File: src/rtl/pipeline_hazard_ctrl_if.sv
// Hazard-control bundle between the pipeline stages and the central stall/flush controller.
// The pipeline side is the master (drives hazard status); the controller is the slave.
interface pipeline_hazard_ctrl_if #(
  parameter int WIDTH_REG = 5,
  parameter int CNT_W     = 16
);
  logic [WIDTH_REG-1:0] id_rs1;
  logic [WIDTH_REG-1:0] id_rs2;
  logic                 id_use_rs1;
  logic                 id_use_rs2;
  logic                 ex_valid;
  logic                 ex_mem_read;
  logic [WIDTH_REG-1:0] ex_rd;
  logic                 ex_branch_taken;
  logic                 ex_multi_start;
  logic                 dmem_req;
  logic                 dmem_ready;

  logic                 stop_IF;
  logic                 stop_ID;
  logic                 stop_EX;
  logic                 flush_IF_ID;
  logic                 flush_ID_EX;
  logic                 flush_MEM_WB;
  logic                 busy_multi;
  logic [CNT_W-1:0]     stall_cycles;

  modport master (
    output id_rs1, id_rs2, id_use_rs1, id_use_rs2,
    output ex_valid, ex_mem_read, ex_rd, ex_branch_taken, ex_multi_start,
    output dmem_req, dmem_ready,
    input  stop_IF, stop_ID, stop_EX,
    input  flush_IF_ID, flush_ID_EX, flush_MEM_WB,
    input  busy_multi, stall_cycles
  );

  modport slave (
    input  id_rs1, id_rs2, id_use_rs1, id_use_rs2,
    input  ex_valid, ex_mem_read, ex_rd, ex_branch_taken, ex_multi_start,
    input  dmem_req, dmem_ready,
    output stop_IF, stop_ID, stop_EX,
    output flush_IF_ID, flush_ID_EX, flush_MEM_WB,
    output busy_multi, stall_cycles
  );
endinterface

File: src/rtl/pipeline_hazard_ctrl.sv
// Central stall/flush controller for the 5-stage pipeline: resolves memory waits, iterative
// EX ops, taken branches and load-use hazards by priority, and counts front-end stall cycles.
module pipeline_hazard_ctrl #(
  parameter int WIDTH_REG    = 5,
  parameter int MULTI_CYCLES = 8,
  parameter int CNT_W        = 16
) (
  input  logic                  clk,
  input  logic                  rst_n,
  pipeline_hazard_ctrl_if.slave hz
);

  // cnt holds the stall cycles still owed after the first one; it must fit MULTI_CYCLES-2.
  localparam int CW = (MULTI_CYCLES > 2) ? $clog2(MULTI_CYCLES - 1) : 1;

  typedef enum logic {
    ST_RUN,
    ST_MULTI
  } state_t;

  typedef struct packed {
    logic stop_if;
    logic stop_id;
    logic stop_ex;
    logic flush_if_id;
    logic flush_id_ex;
    logic flush_mem_wb;
  } ctl_t;

  state_t           r_state;
  logic [CW-1:0]    r_cnt;
  logic [CNT_W-1:0] r_stall_cycles;

  state_t           w_next_state;
  logic [CW-1:0]    w_next_cnt;
  ctl_t             w_ctl;
  logic             w_mem_stall;
  logic             w_rs1_hit;
  logic             w_rs2_hit;
  logic             w_load_use;

  assign w_mem_stall = hz.dmem_req & ~hz.dmem_ready;
  assign w_rs1_hit   = hz.id_use_rs1 & (hz.id_rs1 == hz.ex_rd);
  assign w_rs2_hit   = hz.id_use_rs2 & (hz.id_rs2 == hz.ex_rd);
  assign w_load_use  = hz.ex_valid & hz.ex_mem_read & (hz.ex_rd != '0) & (w_rs1_hit | w_rs2_hit);

  // Control acts in the same cycle as its cause; the rst_n term keeps every control output
  // low for the whole reset window, not just after the next edge.
  always_comb begin
    // NOTE: every signal gets a default before the priority chain so no path infers a latch.
    w_ctl        = '0;
    w_next_state = r_state;
    w_next_cnt   = r_cnt;

    if (w_mem_stall) begin
      w_ctl.stop_if      = 1'b1;
      w_ctl.stop_id      = 1'b1;
      w_ctl.stop_ex      = 1'b1;
      w_ctl.flush_mem_wb = 1'b1;
    end else if (r_state == ST_MULTI) begin
      if (r_cnt != '0) begin
        w_ctl.stop_if = 1'b1;
        w_ctl.stop_id = 1'b1;
        w_ctl.stop_ex = 1'b1;
        w_next_cnt    = r_cnt - CW'(1);
      end else begin
        w_next_state  = ST_RUN;
      end
    end else if (hz.ex_branch_taken) begin
      w_ctl.flush_if_id = 1'b1;
      w_ctl.flush_id_ex = 1'b1;
    end else if (hz.ex_multi_start) begin
      w_ctl.stop_if = 1'b1;
      w_ctl.stop_id = 1'b1;
      w_ctl.stop_ex = 1'b1;
      w_next_cnt    = CW'(MULTI_CYCLES - 2);
      w_next_state  = ST_MULTI;
    end else if (w_load_use) begin
      // One bubble is enough: next cycle the load has moved to MEM and can forward.
      w_ctl.stop_if     = 1'b1;
      w_ctl.flush_id_ex = 1'b1;
    end

    if (!rst_n) begin
      w_ctl = '0;
    end
  end

  always_ff @(posedge clk or negedge rst_n) begin
    if (!rst_n) begin
      r_state        <= ST_RUN;
      r_cnt          <= '0;
      r_stall_cycles <= '0;
    end else begin
      // NOTE: sequential state uses non-blocking assignments so all registers sample together.
      r_state <= w_next_state;
      r_cnt   <= w_next_cnt;
      if (w_ctl.stop_if && (r_stall_cycles != {CNT_W{1'b1}})) begin
        r_stall_cycles <= r_stall_cycles + CNT_W'(1);
      end
    end
  end

  assign hz.stop_IF      = w_ctl.stop_if;
  assign hz.stop_ID      = w_ctl.stop_id;
  assign hz.stop_EX      = w_ctl.stop_ex;
  assign hz.flush_IF_ID  = w_ctl.flush_if_id;
  assign hz.flush_ID_EX  = w_ctl.flush_id_ex;
  assign hz.flush_MEM_WB = w_ctl.flush_mem_wb;
  assign hz.busy_multi   = (r_state == ST_MULTI);
  assign hz.stall_cycles = r_stall_cycles;

endmodule

File: src/flat_wrapper.sv
// flat-port wrapper written by rule: the top's interface ports become plain ports
module pipeline_hazard_ctrl_flat 
#(
  parameter int WIDTH_REG    = 5,
  parameter int MULTI_CYCLES = 8,
  parameter int CNT_W        = 16
)
  (clk, rst_n, hz_id_rs1, hz_id_rs2, hz_id_use_rs1, hz_id_use_rs2, hz_ex_valid, hz_ex_mem_read, hz_ex_rd, hz_ex_branch_taken, hz_ex_multi_start, hz_dmem_req, hz_dmem_ready, hz_stop_IF, hz_stop_ID, hz_stop_EX, hz_flush_IF_ID, hz_flush_ID_EX, hz_flush_MEM_WB, hz_busy_multi, hz_stall_cycles);
  pipeline_hazard_ctrl_if #(.WIDTH_REG(WIDTH_REG), .CNT_W(CNT_W)) hz_i ();
  input  logic clk;
  input  logic rst_n;
  input wire logic [$bits(hz_i.id_rs1)-1:0] hz_id_rs1;
  input wire logic [$bits(hz_i.id_rs2)-1:0] hz_id_rs2;
  input wire logic [$bits(hz_i.id_use_rs1)-1:0] hz_id_use_rs1;
  input wire logic [$bits(hz_i.id_use_rs2)-1:0] hz_id_use_rs2;
  input wire logic [$bits(hz_i.ex_valid)-1:0] hz_ex_valid;
  input wire logic [$bits(hz_i.ex_mem_read)-1:0] hz_ex_mem_read;
  input wire logic [$bits(hz_i.ex_rd)-1:0] hz_ex_rd;
  input wire logic [$bits(hz_i.ex_branch_taken)-1:0] hz_ex_branch_taken;
  input wire logic [$bits(hz_i.ex_multi_start)-1:0] hz_ex_multi_start;
  input wire logic [$bits(hz_i.dmem_req)-1:0] hz_dmem_req;
  input wire logic [$bits(hz_i.dmem_ready)-1:0] hz_dmem_ready;
  output wire logic [$bits(hz_i.stop_IF)-1:0] hz_stop_IF;
  output wire logic [$bits(hz_i.stop_ID)-1:0] hz_stop_ID;
  output wire logic [$bits(hz_i.stop_EX)-1:0] hz_stop_EX;
  output wire logic [$bits(hz_i.flush_IF_ID)-1:0] hz_flush_IF_ID;
  output wire logic [$bits(hz_i.flush_ID_EX)-1:0] hz_flush_ID_EX;
  output wire logic [$bits(hz_i.flush_MEM_WB)-1:0] hz_flush_MEM_WB;
  output wire logic [$bits(hz_i.busy_multi)-1:0] hz_busy_multi;
  output wire logic [$bits(hz_i.stall_cycles)-1:0] hz_stall_cycles;
  assign hz_i.id_rs1 = hz_id_rs1;
  assign hz_i.id_rs2 = hz_id_rs2;
  assign hz_i.id_use_rs1 = hz_id_use_rs1;
  assign hz_i.id_use_rs2 = hz_id_use_rs2;
  assign hz_i.ex_valid = hz_ex_valid;
  assign hz_i.ex_mem_read = hz_ex_mem_read;
  assign hz_i.ex_rd = hz_ex_rd;
  assign hz_i.ex_branch_taken = hz_ex_branch_taken;
  assign hz_i.ex_multi_start = hz_ex_multi_start;
  assign hz_i.dmem_req = hz_dmem_req;
  assign hz_i.dmem_ready = hz_dmem_ready;
  assign hz_stop_IF = hz_i.stop_IF;
  assign hz_stop_ID = hz_i.stop_ID;
  assign hz_stop_EX = hz_i.stop_EX;
  assign hz_flush_IF_ID = hz_i.flush_IF_ID;
  assign hz_flush_ID_EX = hz_i.flush_ID_EX;
  assign hz_flush_MEM_WB = hz_i.flush_MEM_WB;
  assign hz_busy_multi = hz_i.busy_multi;
  assign hz_stall_cycles = hz_i.stall_cycles;
  pipeline_hazard_ctrl #(.WIDTH_REG(WIDTH_REG), .MULTI_CYCLES(MULTI_CYCLES), .CNT_W(CNT_W)) u_core (.clk(clk), .rst_n(rst_n), .hz(hz_i));
endmodule
File: config.mk
export PLATFORM = sky130hd
export DESIGN_NAME = pipeline_hazard_ctrl_flat
export DESIGN_NICKNAME = d
export VERILOG_FILES = /design/src/rtl/pipeline_hazard_ctrl_if.sv /design/src/rtl/pipeline_hazard_ctrl.sv /design/src/flat_wrapper.sv
export SDC_FILE = /design/constraint.sdc
export NUM_CORES = 1
export LEC_CHECK = 0
export BUFFER_PORTS_ARGS = -buffer_cell sky130_fd_sc_hd__buf_2
export CORE_ASPECT_RATIO = 0.6
export CORE_MARGIN = 4
export CORE_UTILIZATION = 49
export DETAILED_ROUTE_END_ITERATION = 12
export PLACE_DENSITY_LB_ADDON = 0.2
export SKIP_LAST_GASP = 1
export SLEW_MARGIN = 10
export SYNTH_ARGS = -nofsm -noshare
export SYNTH_HDL_FRONTEND = slang
export SYNTH_SLANG_ARGS = --single-unit
File: constraint.sdc
create_clock -name clk -period 1.95 [get_ports clk]
set_input_delay 0.2925 -clock clk [delete_from_list [all_inputs] [get_ports clk]]
set_output_delay 0.2925 -clock clk [all_outputs]
set_load 0.1 [all_outputs]
---- Word-level counts from Yosys, hierarchy flattened ----
Index checks and enable logic that the tools add are counted.
cells by class
  add/subtract/negate cells ............... 2
  equal/unequal tests ..................... 5
  mux-type cells .......................... 22
  bitwise operators ....................... 9
  reductions and logical operators ........ 5
operator list
  cell                                               number
  2-to-1 mux 3 bit                                   8
  adder 16 x 1 -> 16 bit (second input constant)     1
  != test 16 bit (second input constant)             1
  == test 5 bit                                      2
  2-to-1 mux 1 bit                                   10
  AND 1 bit                                          6
  2-to-1 mux 2 bit                                   3
  2-to-1 mux 6 bit                                   1
  nonzero test 5 bit                                 1
  AND reduction 4 bit                                1
  nonzero test 3 bit                                 1
  subtractor 3 x 1 -> 3 bit (second input constant)  1
  != test 2 x 1 -> 1 bit (second input constant)     1
  != test 2 bit (second input constant)              1
  inverter 1 bit                                     2
  nonzero test 2 bit                                 1
  logical AND 1 bit                                  1
  OR 1 bit                                           1
word-level totals
  flip-flop bits (word level) ............. 20
  output and inout bits ................... 23
  logic and storage cells ................. 46

---- Longest topological paths before layout ----
Gate-level depths: netlist of the first run.
  depth in word-level cells ............... 11
  depth in mapped cells ................... 9
  gate-level depth less buffers ........... 8

---- Worst setup path before layout of the first run ----
OpenSTA, ideal clock, no wires.
  path kind ............................... register to output
  from .................................... register u_core.r_state (netlist: u_core.hz.busy_multi)
  to ...................................... output port hz_flush_ID_EX
  arrival ................................. 4.175 ns
  data required time ...................... 1.657 ns
  setup slack ............................. -2.517 ns
  cell stages (with the launch flop) ...... 5
  buffers on the path ..................... 1
  cell sequence ........................... dfrtp_1 -> buf_2 -> nand2b_1 -> nor3b_1 -> a31o_2
between the ends
  word-level cells in the longest chain between the ends .. 3
ends and longest elaborated chain
  what                    line                        source
  start, declared         pipeline_hazard_ctrl.sv:30  state_t r_state;
  start signal, assigned  pipeline_hazard_ctrl.sv:96  r_state <= w_next_state;
  2-to-1 mux 2 bit        pipeline_hazard_ctrl.sv:60  end else if (r_state == ST_MULTI) begin
  2-to-1 mux 2 bit        pipeline_hazard_ctrl.sv:55  if (w_mem_stall) begin
  2-to-1 mux 6 bit        pipeline_hazard_ctrl.sv:84  if (!rst_n) begin
  end, declared           flat_wrapper.sv:27          output wire logic [$bits(hz_i.flush_ID_EX)-1:0] hz_flush_ID_EX;
Every way passes these cells.

---- Worst setup path after layout of the first run ----
  from .................................... register u_core.r_cnt[1]
  to ...................................... output port hz_stop_IF
between the ends
  word-level cells in the longest chain between the ends .. 5
ends and longest elaborated chain
  what                    line                        source
  start, declared         pipeline_hazard_ctrl.sv:31  logic [CW-1:0] r_cnt;
  start signal, assigned  pipeline_hazard_ctrl.sv:97  r_cnt <= w_next_cnt;
  nonzero test 3 bit      pipeline_hazard_ctrl.sv:61  if (r_cnt != '0) begin
  2-to-1 mux 3 bit        pipeline_hazard_ctrl.sv:61
  2-to-1 mux 3 bit        pipeline_hazard_ctrl.sv:60
  2-to-1 mux 3 bit        pipeline_hazard_ctrl.sv:55
  2-to-1 mux 6 bit        pipeline_hazard_ctrl.sv:84
  end, declared           flat_wrapper.sv:23          output wire logic [$bits(hz_i.stop_IF)-1:0] hz_stop_IF;
Every way passes these cells.

==> flow_metrics.py, run 1 <==
metrics = {
    "global_routing": {
        "antenna_found_initial": 0,
        "grt_max_degree": 21,
        "met3_usage": 0.0650,
        "grt_pass1_vias": 1282,
        "met1_usage": 0.263,
        "use_met2": 0.433,
        "track_usage": 0.231,
        "grt_pass1_wl_um": 5930,
        "top_usage_layer": "met2",
        "grt_overflow": 0,
    },
    "logic_synthesis": {
        "synth_top_family_by_area": "simple AND/OR/NAND/NOR gates",
        "synthMuxAreaShare": 0.0308,
        "synth_warnings": 0,
        "yosysSeqAreaShare": 0.385,
        "synth_xor_xnor_area_share": 0.162,
        "netlist_instances": 130,
        "avgSynthCellArea_um2": 9.99,
        "async_flop_share": 1.00,
        "yosys.area.top_type": "dfrtp_1",
        "yosysUniqueCellTypes": 38,
        "ys_ff_latch": 20,
        "syn_area_mm2": 0.00130,
        "synth-compound-area-share": 0.0829,
        "synth_fa_ha_area_frac": 0.0289,
        "synth_nets": 158,
        "synth-main-ff-cell": "dfrtp_1",
        "ys_top_cells_by_area": "dfrtp_1 39%, xor2_1 9.4%, xnor2_1 6.7%",
        "synth-simple-area-share": 0.277,
        "yosys.area.top_type_share": 0.385,
        "synth_edf_count": 0,
    },
    "floorplan": {
        "dieWidth_um": 74.5,
        "placementRows": 14,
        "pin_count": 48,
        "die-height_um": 47.9,
        "initial_utilization": 0.515,
        "coreArea_mm2": 0.00252,
        "die_area_mm2": 0.00357,
    },
    "timing": {
        "setup_slack_ns": -0.0751,
        "worstMarginPinSlew_ns": 0.501,
        "rsz0062_at_grt": "true",
        "maxSlewHeadroom": 0.669,
        "period_share": 1.04,
        "slew_violations": 0,
        "hold_viol_final": 0,
        "fmax_ghz": 0.494,
        "final-setup-viol-count": 5,
        "fin_skew_ns": 0.00544,
        "fin_crit_ns": 2.03,
    },
    "run": {
        "maxCapViolCount": 0,
    },
    "cells_and_area": {
        "area_delta_synth_final_pct": 65.4,
        "finalInstanceArea_mm2": 0.00215,
        "drive_gt1_frac": 0.579,
        "stdcell_count": 241,
        "nets": 238,
        "antenna_cells": 0,
    },
    "critical_path": {
        "endpoint_kind": "output port",
        "reg2reg_depth": 10,
        "required_ns": 1.66,
        "slowest_delay_ns": 0.41,
        "cp_top_family": "buffers and inverters",
        "criticalPathCategory": "reg -> out",
        "crit_slowest_cell": "dfrtp_1",
        "worstPathMaxFanout": 2,
        "cp_num_buf_inv": 3,
        "cp.arrival_ns": 1.73,
        "cp-start-kind": "flop",
        "worst-path-stages": 8,
        "path_cells": "inv_2 -> ha_4 -> nand2b_4 -> mux2i_4 -> a21boi_4 -> a31oi_4 -> clkinvlp_4 -> buf_12",
    },
    "outcome": {
        "violations": "setup timing",
        "status": "finished, violations left",
    },
    "cts": {
        "clock-sinks": 20,
        "path_clk_slew_ns": 0.08,
        "cts_buffers": 3,
        "hold_buffers": 0,
        "clockBufferDepth": 2,
        "cts_tree": "done",
        "clk_latency_ns": 0.26,
        "htree_levels": 1,
        "cts-root-buf": "clkbuf_8",
    },
    "placed_design": {
        "dp_hpwl_um": 2660,
        "post_dp_cell_area_mm2": 0.00180,
        "placed_cells": 223,
        "io_buffer_count": 47,
        "gp_congestion": 0.751,
        "place_ws_ns": -0.136,
    },
    "drt": {
        "num_vias": 1326,
        "wl_per_cell_um": 17.4,
        "drt_wl_total_um": 4200,
        "firstDrtPassIters": 4,
        "drcViolationCount": 0,
        "drtIter0Drc": 95,
        "vias_per_cell": 5.50,
        "final_antenna_net_count": 0,
    },
    "power_and_ir_drop": {
        "p_per_area_mw_per_mm2": 1410,
        "worst_ir_drop_vdd_v": 0.00136,
        "p_leak_nw": 0.998,
    },
    "hold_path": {
        "hp-class": "in -> async",
    },
}
cells in the final DEF (no fill, tap or decap), types with 3 or more instances in the layout:
cell	n
dfrtp_2	11
dfrtp_1	8
nor2b_1	3
nor3_1	6
buf_2	39
nand3_1	8
buf_4	30
xor2_1	14
nand2_1	13
o21ai_0	3
buf_6	4
clkbuf_8	3
xnor2_1	10
buf_12	6
nor4_4	4
nor2_1	5
nand4_1	4
registers in the layout, summed over array words and instances, names as in the netlist:
signal                  cells
u_core.hz.busy_multi        1
u_core.hz.stall_cycles     16
u_core.r_cnt                3
logic make-up (layout without fill, tap and decap cells):
| kind of cell | count (synthesis) | in the layout |
|---|---|---|
| AO/OA/AOI/OAI | 13 | 13 |
| XOR/XNOR | 24 | 24 |
| AND/OR/NAND/NOR | 60 | 60 |
| multiplexers | 3 | 3 |
| buffers and inverters | 7 | 86 |
| adder cells (fa/ha/maj) | 3 | 3 |
| flip-flops | 20 | 20 |
layout make-up:
class                   count  area (µm²)
multi-input cells         103         918
repair buffers             79         586
flip-flops and latches     20         518
fillers                   134         374
clock buffers               3        41.3
well taps                  32        40.0
clock inverters             1        30.0
inverters                   3        15.0
per-layer routing:
metal  routed length, µm  up-vias
li1                    -      620
met1                1720      651
met2                2150       43
met3                 185       12
met4                 135        0
met5                   0        -
through the flow:
step	utilization	TNS, ns	hold slack, ns	power [W]
4_1_cts	0.808	-0.0621	0.109	0.00293
6_report	0.852	-0.147	0.0902	0.00303
5_1_grt	0.852	-0.672	0.108	0.00317
2_1_floorplan	-	-7.64	-0.00309	0.00193
3_3_place_gp	0.715	-0.407	0.381	0.00227
3_5_place_dp	0.715	-0.765	0.395	0.00233
final timing paths:
kind	from	endpoint	slack (ns)
max	u_core.r_cnt[1]$_DFFE_PN0P_	hz_stop_IF	-0.08
min	rst_n	u_core.hz.stall_cycles[11]$_DFFE_PN0P_	0.09
max reg2reg	u_core.r_cnt[1]$_DFFE_PN0P_	u_core.hz.stall_cycles[6]$_DFFE_PN0P_	-0.03
min reg2reg	u_core.hz.stall_cycles[10]$_DFFE_PN0P_	u_core.hz.stall_cycles[10]$_DFFE_PN0P_	0.48
max in group asynchronous	rst_n	u_core.hz.stall_cycles[4]$_DFFE_PN0P_	1.63
min in group clk	u_core.hz.stall_cycles[10]$_DFFE_PN0P_	u_core.hz.stall_cycles[10]$_DFFE_PN0P_	0.48
power by group:
group          switching [W]  leakage [nW]  internal [W]
registers           0.000145         0.234      0.000559
clock network       0.000140        0.0357      0.000274
logic                0.00130         0.728      0.000613
what timing repair did:
action | 4_1_cts | 5_1_grt
pin swaps | 5 | 10
gates resized for setup | 18 | 15
buffers inserted | 11 | 4
setup endpoints to repair | 9 | 20
cells in the mapped netlist (2+ instances only):
master and number:
nor4b_1 2, xor2_1 14, nor4_1 2, nor3b_1 2, nor3_1 6, nor2b_1 3, nor2_1 5, mux2_4 2
nand3_1 8, ha_1 3, nor4_2 3, a21oi_1 2, nand4_1 4, nand2b_1 3, buf_4 2, xnor2_1 10
inv_1 3, o21ai_0 5, nand2_1 13, dfrtp_1 20
Power figures use the tool's default switching activity.
==> run 2: changes to the inputs <==
ABC_AREA = 1   (was default)
CORE_UTILIZATION = 40   (was 49)
==> run 2 against run 1 <==
Against the previous run: the run now ends clean; count of clock-buffer cells in the layout is 1 higher; setup slack improved by 0.14 ns; clock skew down 0.0030 ns; non-clock buffer count down 27; sequential share of layout area increased by 1.5 points; area after synthesis up 17%; critical endpoint unchanged; global-route usage down 7.4 points; final cell count increased by 36%; power decreased by 30%; combinational power fell by 38%; first-iteration DRC count rose by 29%; utilization fell by 30 points.
==> flow_metrics.py, run 2 <==
metrics = {
    "outcome": {
        "status": "completed",
    },
    "power_and_ir_drop": {
        "p_per_area_mw_per_mm2": 1040,
        "p_int_w": 0.000989,
        "power_w": 0.00211,
        "p_seq_frac": 0.292,
        "switching_share": 0.531,
        "clockPowerShare": 0.149,
        "p_comb_frac": 0.559,
        "p_leak_nw": 1.14,
        "switching_power_w": 0.00112,
        "worst_ir_drop_vdd_v": 0.000554,
    },
    "cts": {
        "cts_setup_buffers": 0,
        "cts_buffers": 3,
        "cts_tree": "done",
        "clock-sinks": 20,
        "cts-root-buf": "clkbuf_8",
        "clockBufferDepth": 2,
        "clk_latency_ns": 0.26,
        "htree_levels": 1,
        "path_clk_slew_ns": 0.07,
    },
    "logic_synthesis": {
        "yosysSeqAreaShare": 0.330,
        "synth_most_common_cell": "nand2_1",
        "ys_ff_latch": 20,
        "netlist_instances": 228,
        "ys_top_cells_by_area": "dfrtp_1 33%, nand2_1 20%, nand3_1 9.6%",
        "yosys.area.top_type_share": 0.330,
        "synth_nets": 256,
        "synth_warnings": 0,
        "synth-main-ff-cell": "dfrtp_1",
        "syn_area_mm2": 0.00152,
        "synth_edf_count": 0,
        "avgSynthCellArea_um2": 6.66,
        "yosys.area.top_type": "dfrtp_1",
        "synth.top_cells.by_count": "81 x nand2_1, 30 x inv_1, 29 x nand3_1, 22 x nor2_1, 20 x dfrtp_1",
        "yosysUniqueCellTypes": 25,
        "async_flop_share": 1.00,
    },
    "drt": {
        "wl_met2_um": 1480,
        "top_layer": "met4",
        "vias_per_cell": 4.68,
        "num_vias": 1530,
        "routedLengthMet1_um": 2040,
        "drtIter0Drc": 123,
        "final_antenna_net_count": 0,
        "drt_wl_total_um": 3720,
        "wl_per_cell_um": 11.4,
        "drcViolationCount": 0,
        "met3RoutedLength_um": 186,
        "firstDrtPassIters": 4,
    },
    "timing": {
        "final-setup-viol-count": 0,
        "period_share": 0.967,
        "worstMarginPinSlew_ns": 0.491,
        "slew_violations": 0,
        "fin_crit_ns": 1.89,
        "setup_slack_ns": 0.0649,
        "maxSlewHeadroom": 0.675,
        "hold_viol_final": 0,
        "fmax_ghz": 0.530,
        "final.setup.tns_ns": 0,
        "rsz0062_at_grt": "false",
        "fin_skew_ns": 0.00241,
    },
    "global_routing": {
        "grt_pass1_vias": 1299,
        "grt_overflow": 0,
        "grt_max_degree": 21,
        "track_usage": 0.157,
        "antenna_found_initial": 0,
        "grt_pass1_wl_um": 6150,
    },
    "critical_path": {
        "worstReg2RegStart": "u_core.hz.stall_cycles[0]$_DFFE_PN0P_",
        "crit_slowest_cell": "dfrtp_4",
        "r2r_slack_ns": 0.27,
        "path_cells": "nor3_2 -> nand3_2 -> nand2_4 -> buf_12",
        "endpoint_kind": "output port",
        "cp_num_buf_inv": 1,
        "cp.arrival_ns": 1.59,
        "criticalPathCategory": "reg -> out",
        "r2r-end": "u_core.hz.stall_cycles[2]$_DFFE_PN0P_",
        "slowest_delay_ns": 0.53,
        "cp-start-kind": "flop",
        "reg2reg_depth": 7,
        "cp_top_family": "simple AND/OR/NAND/NOR gates",
        "worstPathMaxFanout": 14,
        "worst-path-stages": 4,
        "required_ns": 1.66,
    },
    "cells_and_area": {
        "n_fill_cell": 340,
        "multi_input_area_um2": 891,
        "layout_common_cells": "80 x nand2_1, 41 x buf_2, 29 x inv_1",
        "area_delta_synth_final_pct": 33.1,
        "largest_reg_flops": 16,
        "mostFrequentLayoutCell": "nand2_1",
        "nets": 309,
        "seqCellArea_um2": 518,
        "drive_gt1_frac": 0.318,
        "antenna_cells": 0,
    },
    "floorplan": {
        "placementRows": 17,
        "die-height_um": 55.7,
        "dieWidth_um": 87.5,
        "coreArea_mm2": 0.00366,
        "pin_count": 48,
        "die_area_mm2": 0.00488,
        "initial_utilization": 0.415,
    },
    "run": {
        "maxCapViolCount": 0,
    },
    "hold_path": {
        "hp-class": "in -> async",
    },
    "placed_design": {
        "place_ws_ns": 0.270,
        "gp_congestion": 0.842,
        "dp_hpwl_um": 3100,
        "io_buffer_count": 47,
    },
}
==> run 2: changes by cell type in the layout (fill, tap and decap cells not counted), moves of 5 or more <==
cell,before,now
nand3_1,8,27
nor2_1,5,21
buf_4,30,5
xnor2_1,10,4
xor2_1,14,9
nand2_1,13,80
inv_1,0,29
==> run 2: layout make-up <==
| type | instances | share of cell area |
|---|---|---|
| clock buffer | 4 | 0.0272 |
| inverter | 35 | 0.0669 |
| multi-input combinational | 169 | 0.441 |
| sequential | 20 | 0.256 |
| tap | 47 | 0.0291 |
| timing repair buffer | 52 | 0.180 |
==> run 2: through the flow <==
stage / hold slack, ns / cells / utilization / area [µm²]
after CTS: 0.0867 / 327 / 0.552 / 2020
final: 0.0865 / 327 / 0.552 / 2020
after global placement: 0.380 / 323 / 0.536 / 1960
after global routing: 0.103 / 327 / 0.552 / 2020
after detailed placement: 0.368 / 323 / 0.536 / 1960
after floorplan: -0.00309 / 228 / - / 1590
==> run 2: power groups by stage <==
stage / Clock (W) / Combinational, W / Sequential (W)
2_1_floorplan: 0 / 0.000561 / 0.000984
3_3_place_gp: 0 / 0.00118 / 0.000618
3_5_place_dp: 0 / 0.00118 / 0.000621
4_1_cts: 0.000327 / 0.00119 / 0.000614
5_1_grt: 0.000341 / 0.00126 / 0.000633
6_report: 0.000314 / 0.00118 / 0.000615
==> run 2: layer usage <==
layer	up-vias	GRT usage
li1	805	-
met1	690	0.254
met2	33	0.212
met3	2	0.0385
met4	0	0.0197
met5	-	0
==> run 2: worst max path at each step <==
| stage | start | to | slack, ns |
|---|---|---|---|
| floorplan | u_core.hz.busy_multi$_DFFE_PN0N_ | hz_flush_ID_EX | -0.23 |
| global placement | u_core.hz.busy_multi$_DFFE_PN0N_ | hz_stop_IF | 0.28 |
| detailed placement | u_core.hz.busy_multi$_DFFE_PN0N_ | hz_stop_IF | 0.27 |
| CTS | u_core.r_cnt[0]$_DFFE_PN0P_ | hz_stop_IF | 0.09 |
| global route | u_core.r_cnt[0]$_DFFE_PN0P_ | hz_stop_IF | 0.01 |
| finish | u_core.hz.busy_multi$_DFFE_PN0N_ | hz_stop_IF | 0.06 |
==> run 2: kinds of logic (layout without fill, tap and decap cells) <==
family / after synthesis / after routing / share of synthesized area
simple gates: 147 / 147 / 0.435
buf+inv: 39 / 91 / 0.110
flops: 20 / 20 / 0.330
xor+xnor: 13 / 13 / 0.0750
compound gates: 6 / 6 / 0.0256
fa+ha+maj: 3 / 3 / 0.0247
==> run 2: timing repair <==
| action | in CTS | in global routing |
|---|---|---|
| gates resized for setup | 1 | 0 |
| endpoints found under the setup margin | 1 | 0 |
| hold buffers | 0 | 0 |
==> run 3: changes to the inputs <==
--- a/config.mk
+++ b/config.mk
@@ -9,6 +9,6 @@
 export BUFFER_PORTS_ARGS = -buffer_cell sky130_fd_sc_hd__buf_2
 export CORE_ASPECT_RATIO = 0.6
-export CORE_MARGIN = 4
-export CORE_UTILIZATION = 40
+export CORE_MARGIN = 3
+export CORE_UTILIZATION = 35
 export DETAILED_ROUTE_END_ITERATION = 12
 export PLACE_DENSITY_LB_ADDON = 0.2
==> constraint.sdc (replaced) <==
create_clock -name clk -period 1.95 [get_ports clk]
set_input_delay 0.2925 -clock clk [delete_from_list [all_inputs] [get_ports clk]]
set_output_delay 0.2925 -clock clk [all_outputs]
set_load 0.01 [all_outputs]
==> run 3 against run 2 <==
Against the previous run: sequential share of layout area rose by 0.77 points; critical path depth rose by 4; die area rose by 6.4%; hold slack got worse by 0.012 ns; routed wire length rose by 2.1%; sequential power fell by 4.1%; utilization fell by 6.8 points; clock power rose by 2%.
==> flow_metrics.py, run 3 (same netlist as run 2, synthesis figures left out) <==
metrics = {
    "floorplan": {
        "die_area_mm2": 0.00519,
        "placementRows": 17,
        "die-height_um": 57.0,
        "dieWidth_um": 91.0,
        "pin_count": 48,
        "coreArea_mm2": 0.00391,
        "initial_utilization": 0.388,
    },
    "critical_path": {
        "worst-path-stages": 8,
        "endpoint_kind": "output port",
        "critical_path.most_common_cell": "nand2_1",
        "slowest_delay_ns": 0.37,
        "criticalPathCategory": "reg -> out",
        "reg2reg_depth": 7,
        "required_ns": 1.66,
        "cp.arrival_ns": 1.52,
        "cp_top_family": "simple AND/OR/NAND/NOR gates",
        "path_cells": "inv_1 -> ha_1 -> nand2_1 -> nand2_1 -> nand3_1 -> nand2_1 -> nand2_4 -> buf_2",
        "crit_slowest_cell": "dfrtp_1",
        "worstPathMaxFanout": 10,
        "r2r_slack_ns": 0.26,
        "cp_num_buf_inv": 2,
        "cp-start-kind": "flop",
    },
    "placed_design": {
        "placed_cells": 330,
        "io_buffer_count": 47,
        "gp_congestion": 0.840,
        "dp_hpwl_um": 3010,
    },
    "cts": {
        "cts_tree": "done",
        "clockBufferDepth": 2,
        "path_clk_slew_ns": 0.08,
        "clock-sinks": 20,
        "cts_buffers": 3,
        "hold_buffers": 0,
        "clk_latency_ns": 0.26,
        "cts-root-buf": "clkbuf_8",
        "htree_levels": 1,
    },
    "drt": {
        "drcViolationCount": 0,
        "drtIter0Drc": 113,
        "wl_met2_um": 1400,
        "drt_wl_total_um": 3800,
        "top_layer": "met4",
        "num_vias": 1500,
        "vias_per_cell": 4.46,
        "final_antenna_net_count": 0,
        "firstDrtPassIters": 4,
        "wl_per_cell_um": 11.3,
        "met3RoutedLength_um": 265,
        "routedLengthMet1_um": 2120,
    },
    "global_routing": {
        "grt_pass1_vias": 1311,
        "grt_max_degree": 21,
        "track_usage": 0.153,
        "antenna_found_initial": 0,
        "grt_overflow": 0,
        "grt_pass1_wl_um": 6350,
    },
    "timing": {
        "period_share": 0.931,
        "fmax_ghz": 0.551,
        "fin_crit_ns": 1.82,
        "hold_viol_final": 0,
        "slew_violations": 0,
        "fin_skew_ns": 0.00185,
        "final-setup-viol-count": 0,
        "worstMarginPinSlew_ns": 0.282,
        "maxSlewHeadroom": 0.812,
        "rsz0062_at_grt": "true",
    },
    "cells_and_area": {
        "fin_util": 0.484,
        "drive_gt1_frac": 0.247,
        "antenna_cells": 0,
        "nets": 308,
        "area_delta_synth_final_pct": 24.9,
        "largest_reg_flops": 16,
        "layout_common_cells": "81 x nand2_1, 47 x buf_2, 30 x inv_1",
        "stdcell_count": 336,
        "mostFrequentLayoutCell": "nand2_1",
    },
    "power_and_ir_drop": {
        "p_per_area_mw_per_mm2": 771,
        "p_leak_nw": 1.13,
        "worst_ir_drop_vdd_v": 0.000501,
    },
    "hold_path": {
        "hp-class": "in -> async",
    },
    "outcome": {
        "status": "completed",
    },
    "run": {
        "maxCapViolCount": 0,
    },
}
[run 3: cell types whose count changed in the layout (fill, tap and decap cells not counted), moves of 2 or more]
cell | previous run | this run
dfrtp_1 | 8 | 20
dfrtp_2 | 11 | 0
buf_2 | 41 | 47
buf_12 | 6 | 1
buf_4 | 5 | 3
nand3_1 | 27 | 29
nand3_2 | 3 | 1
nor3_1 | 3 | 5
[run 3: worst paths after layout]
check / start / endpoint
min reg2reg: u_core.r_cnt[2]$_DFFE_PN0P_ / u_core.r_cnt[2]$_DFFE_PN0P_
max reg2reg: u_core.hz.stall_cycles[0]$_DFFE_PN0P_ / u_core.hz.stall_cycles[0]$_DFFE_PN0P_
min in group clk: hz_dmem_ready / u_core.hz.busy_multi$_DFFE_PN0N_
max: u_core.r_cnt[0]$_DFFE_PN0P_ / hz_stop_IF
max in group asynchronous: rst_n / u_core.hz.stall_cycles[11]$_DFFE_PN0P_
min: rst_n / u_core.hz.stall_cycles[2]$_DFFE_PN0P_
[run 3: per-layer routing]
layer / GRT usage / vias up
met5: 0 / -
met4: 0.0193 / 0
met3: 0.0448 / 2
met2: 0.190 / 38
met1: 0.255 / 648
li1: - / 812
[run 3: per-stage QoR]
step                      instance area [µm²]  setup WS [ns]  TNS (ns)  hold WS, ns  power (W)
after floorplan                          1520          0.387         0     -0.00309   0.000968
after global placement                   1800          0.254         0        0.348    0.00115
after detailed placement                 1800          0.173         0        0.358    0.00115
after CTS                                1860          0.139         0       0.0711    0.00148
after global routing                     1900       -0.00750  -0.00750       0.0933    0.00160
final                                    1900          0.135         0       0.0748    0.00146
[run 3: what timing repair did]
| item | in CTS | in global routing |
|---|---|---|
| endpoints found under the setup margin | 0 | 14 |
| setup buffers | 0 | 2 |
| gates resized for setup | 0 | 1 |
[run 3: layout make-up]
type | count | area (µm²)
Sequential cell | 20 | 500
Clock buffer | 4 | 55.1
Tap cell | 57 | 71.3
Timing Repair Buffer | 51 | 278
Inverter | 35 | 131
Fill cell | 424 | 2020
Multi-Input combinational cell | 169 | 860
[run 3: where the power goes]
part	internal, W	switching (W)	total (W)
Sequential	0.000498	0.0000922	0.000590
Clock	0.000180	0.000142	0.000321
Combinational	0.000216	0.000335	0.000551
Total	0.000894	0.000569	0.00146
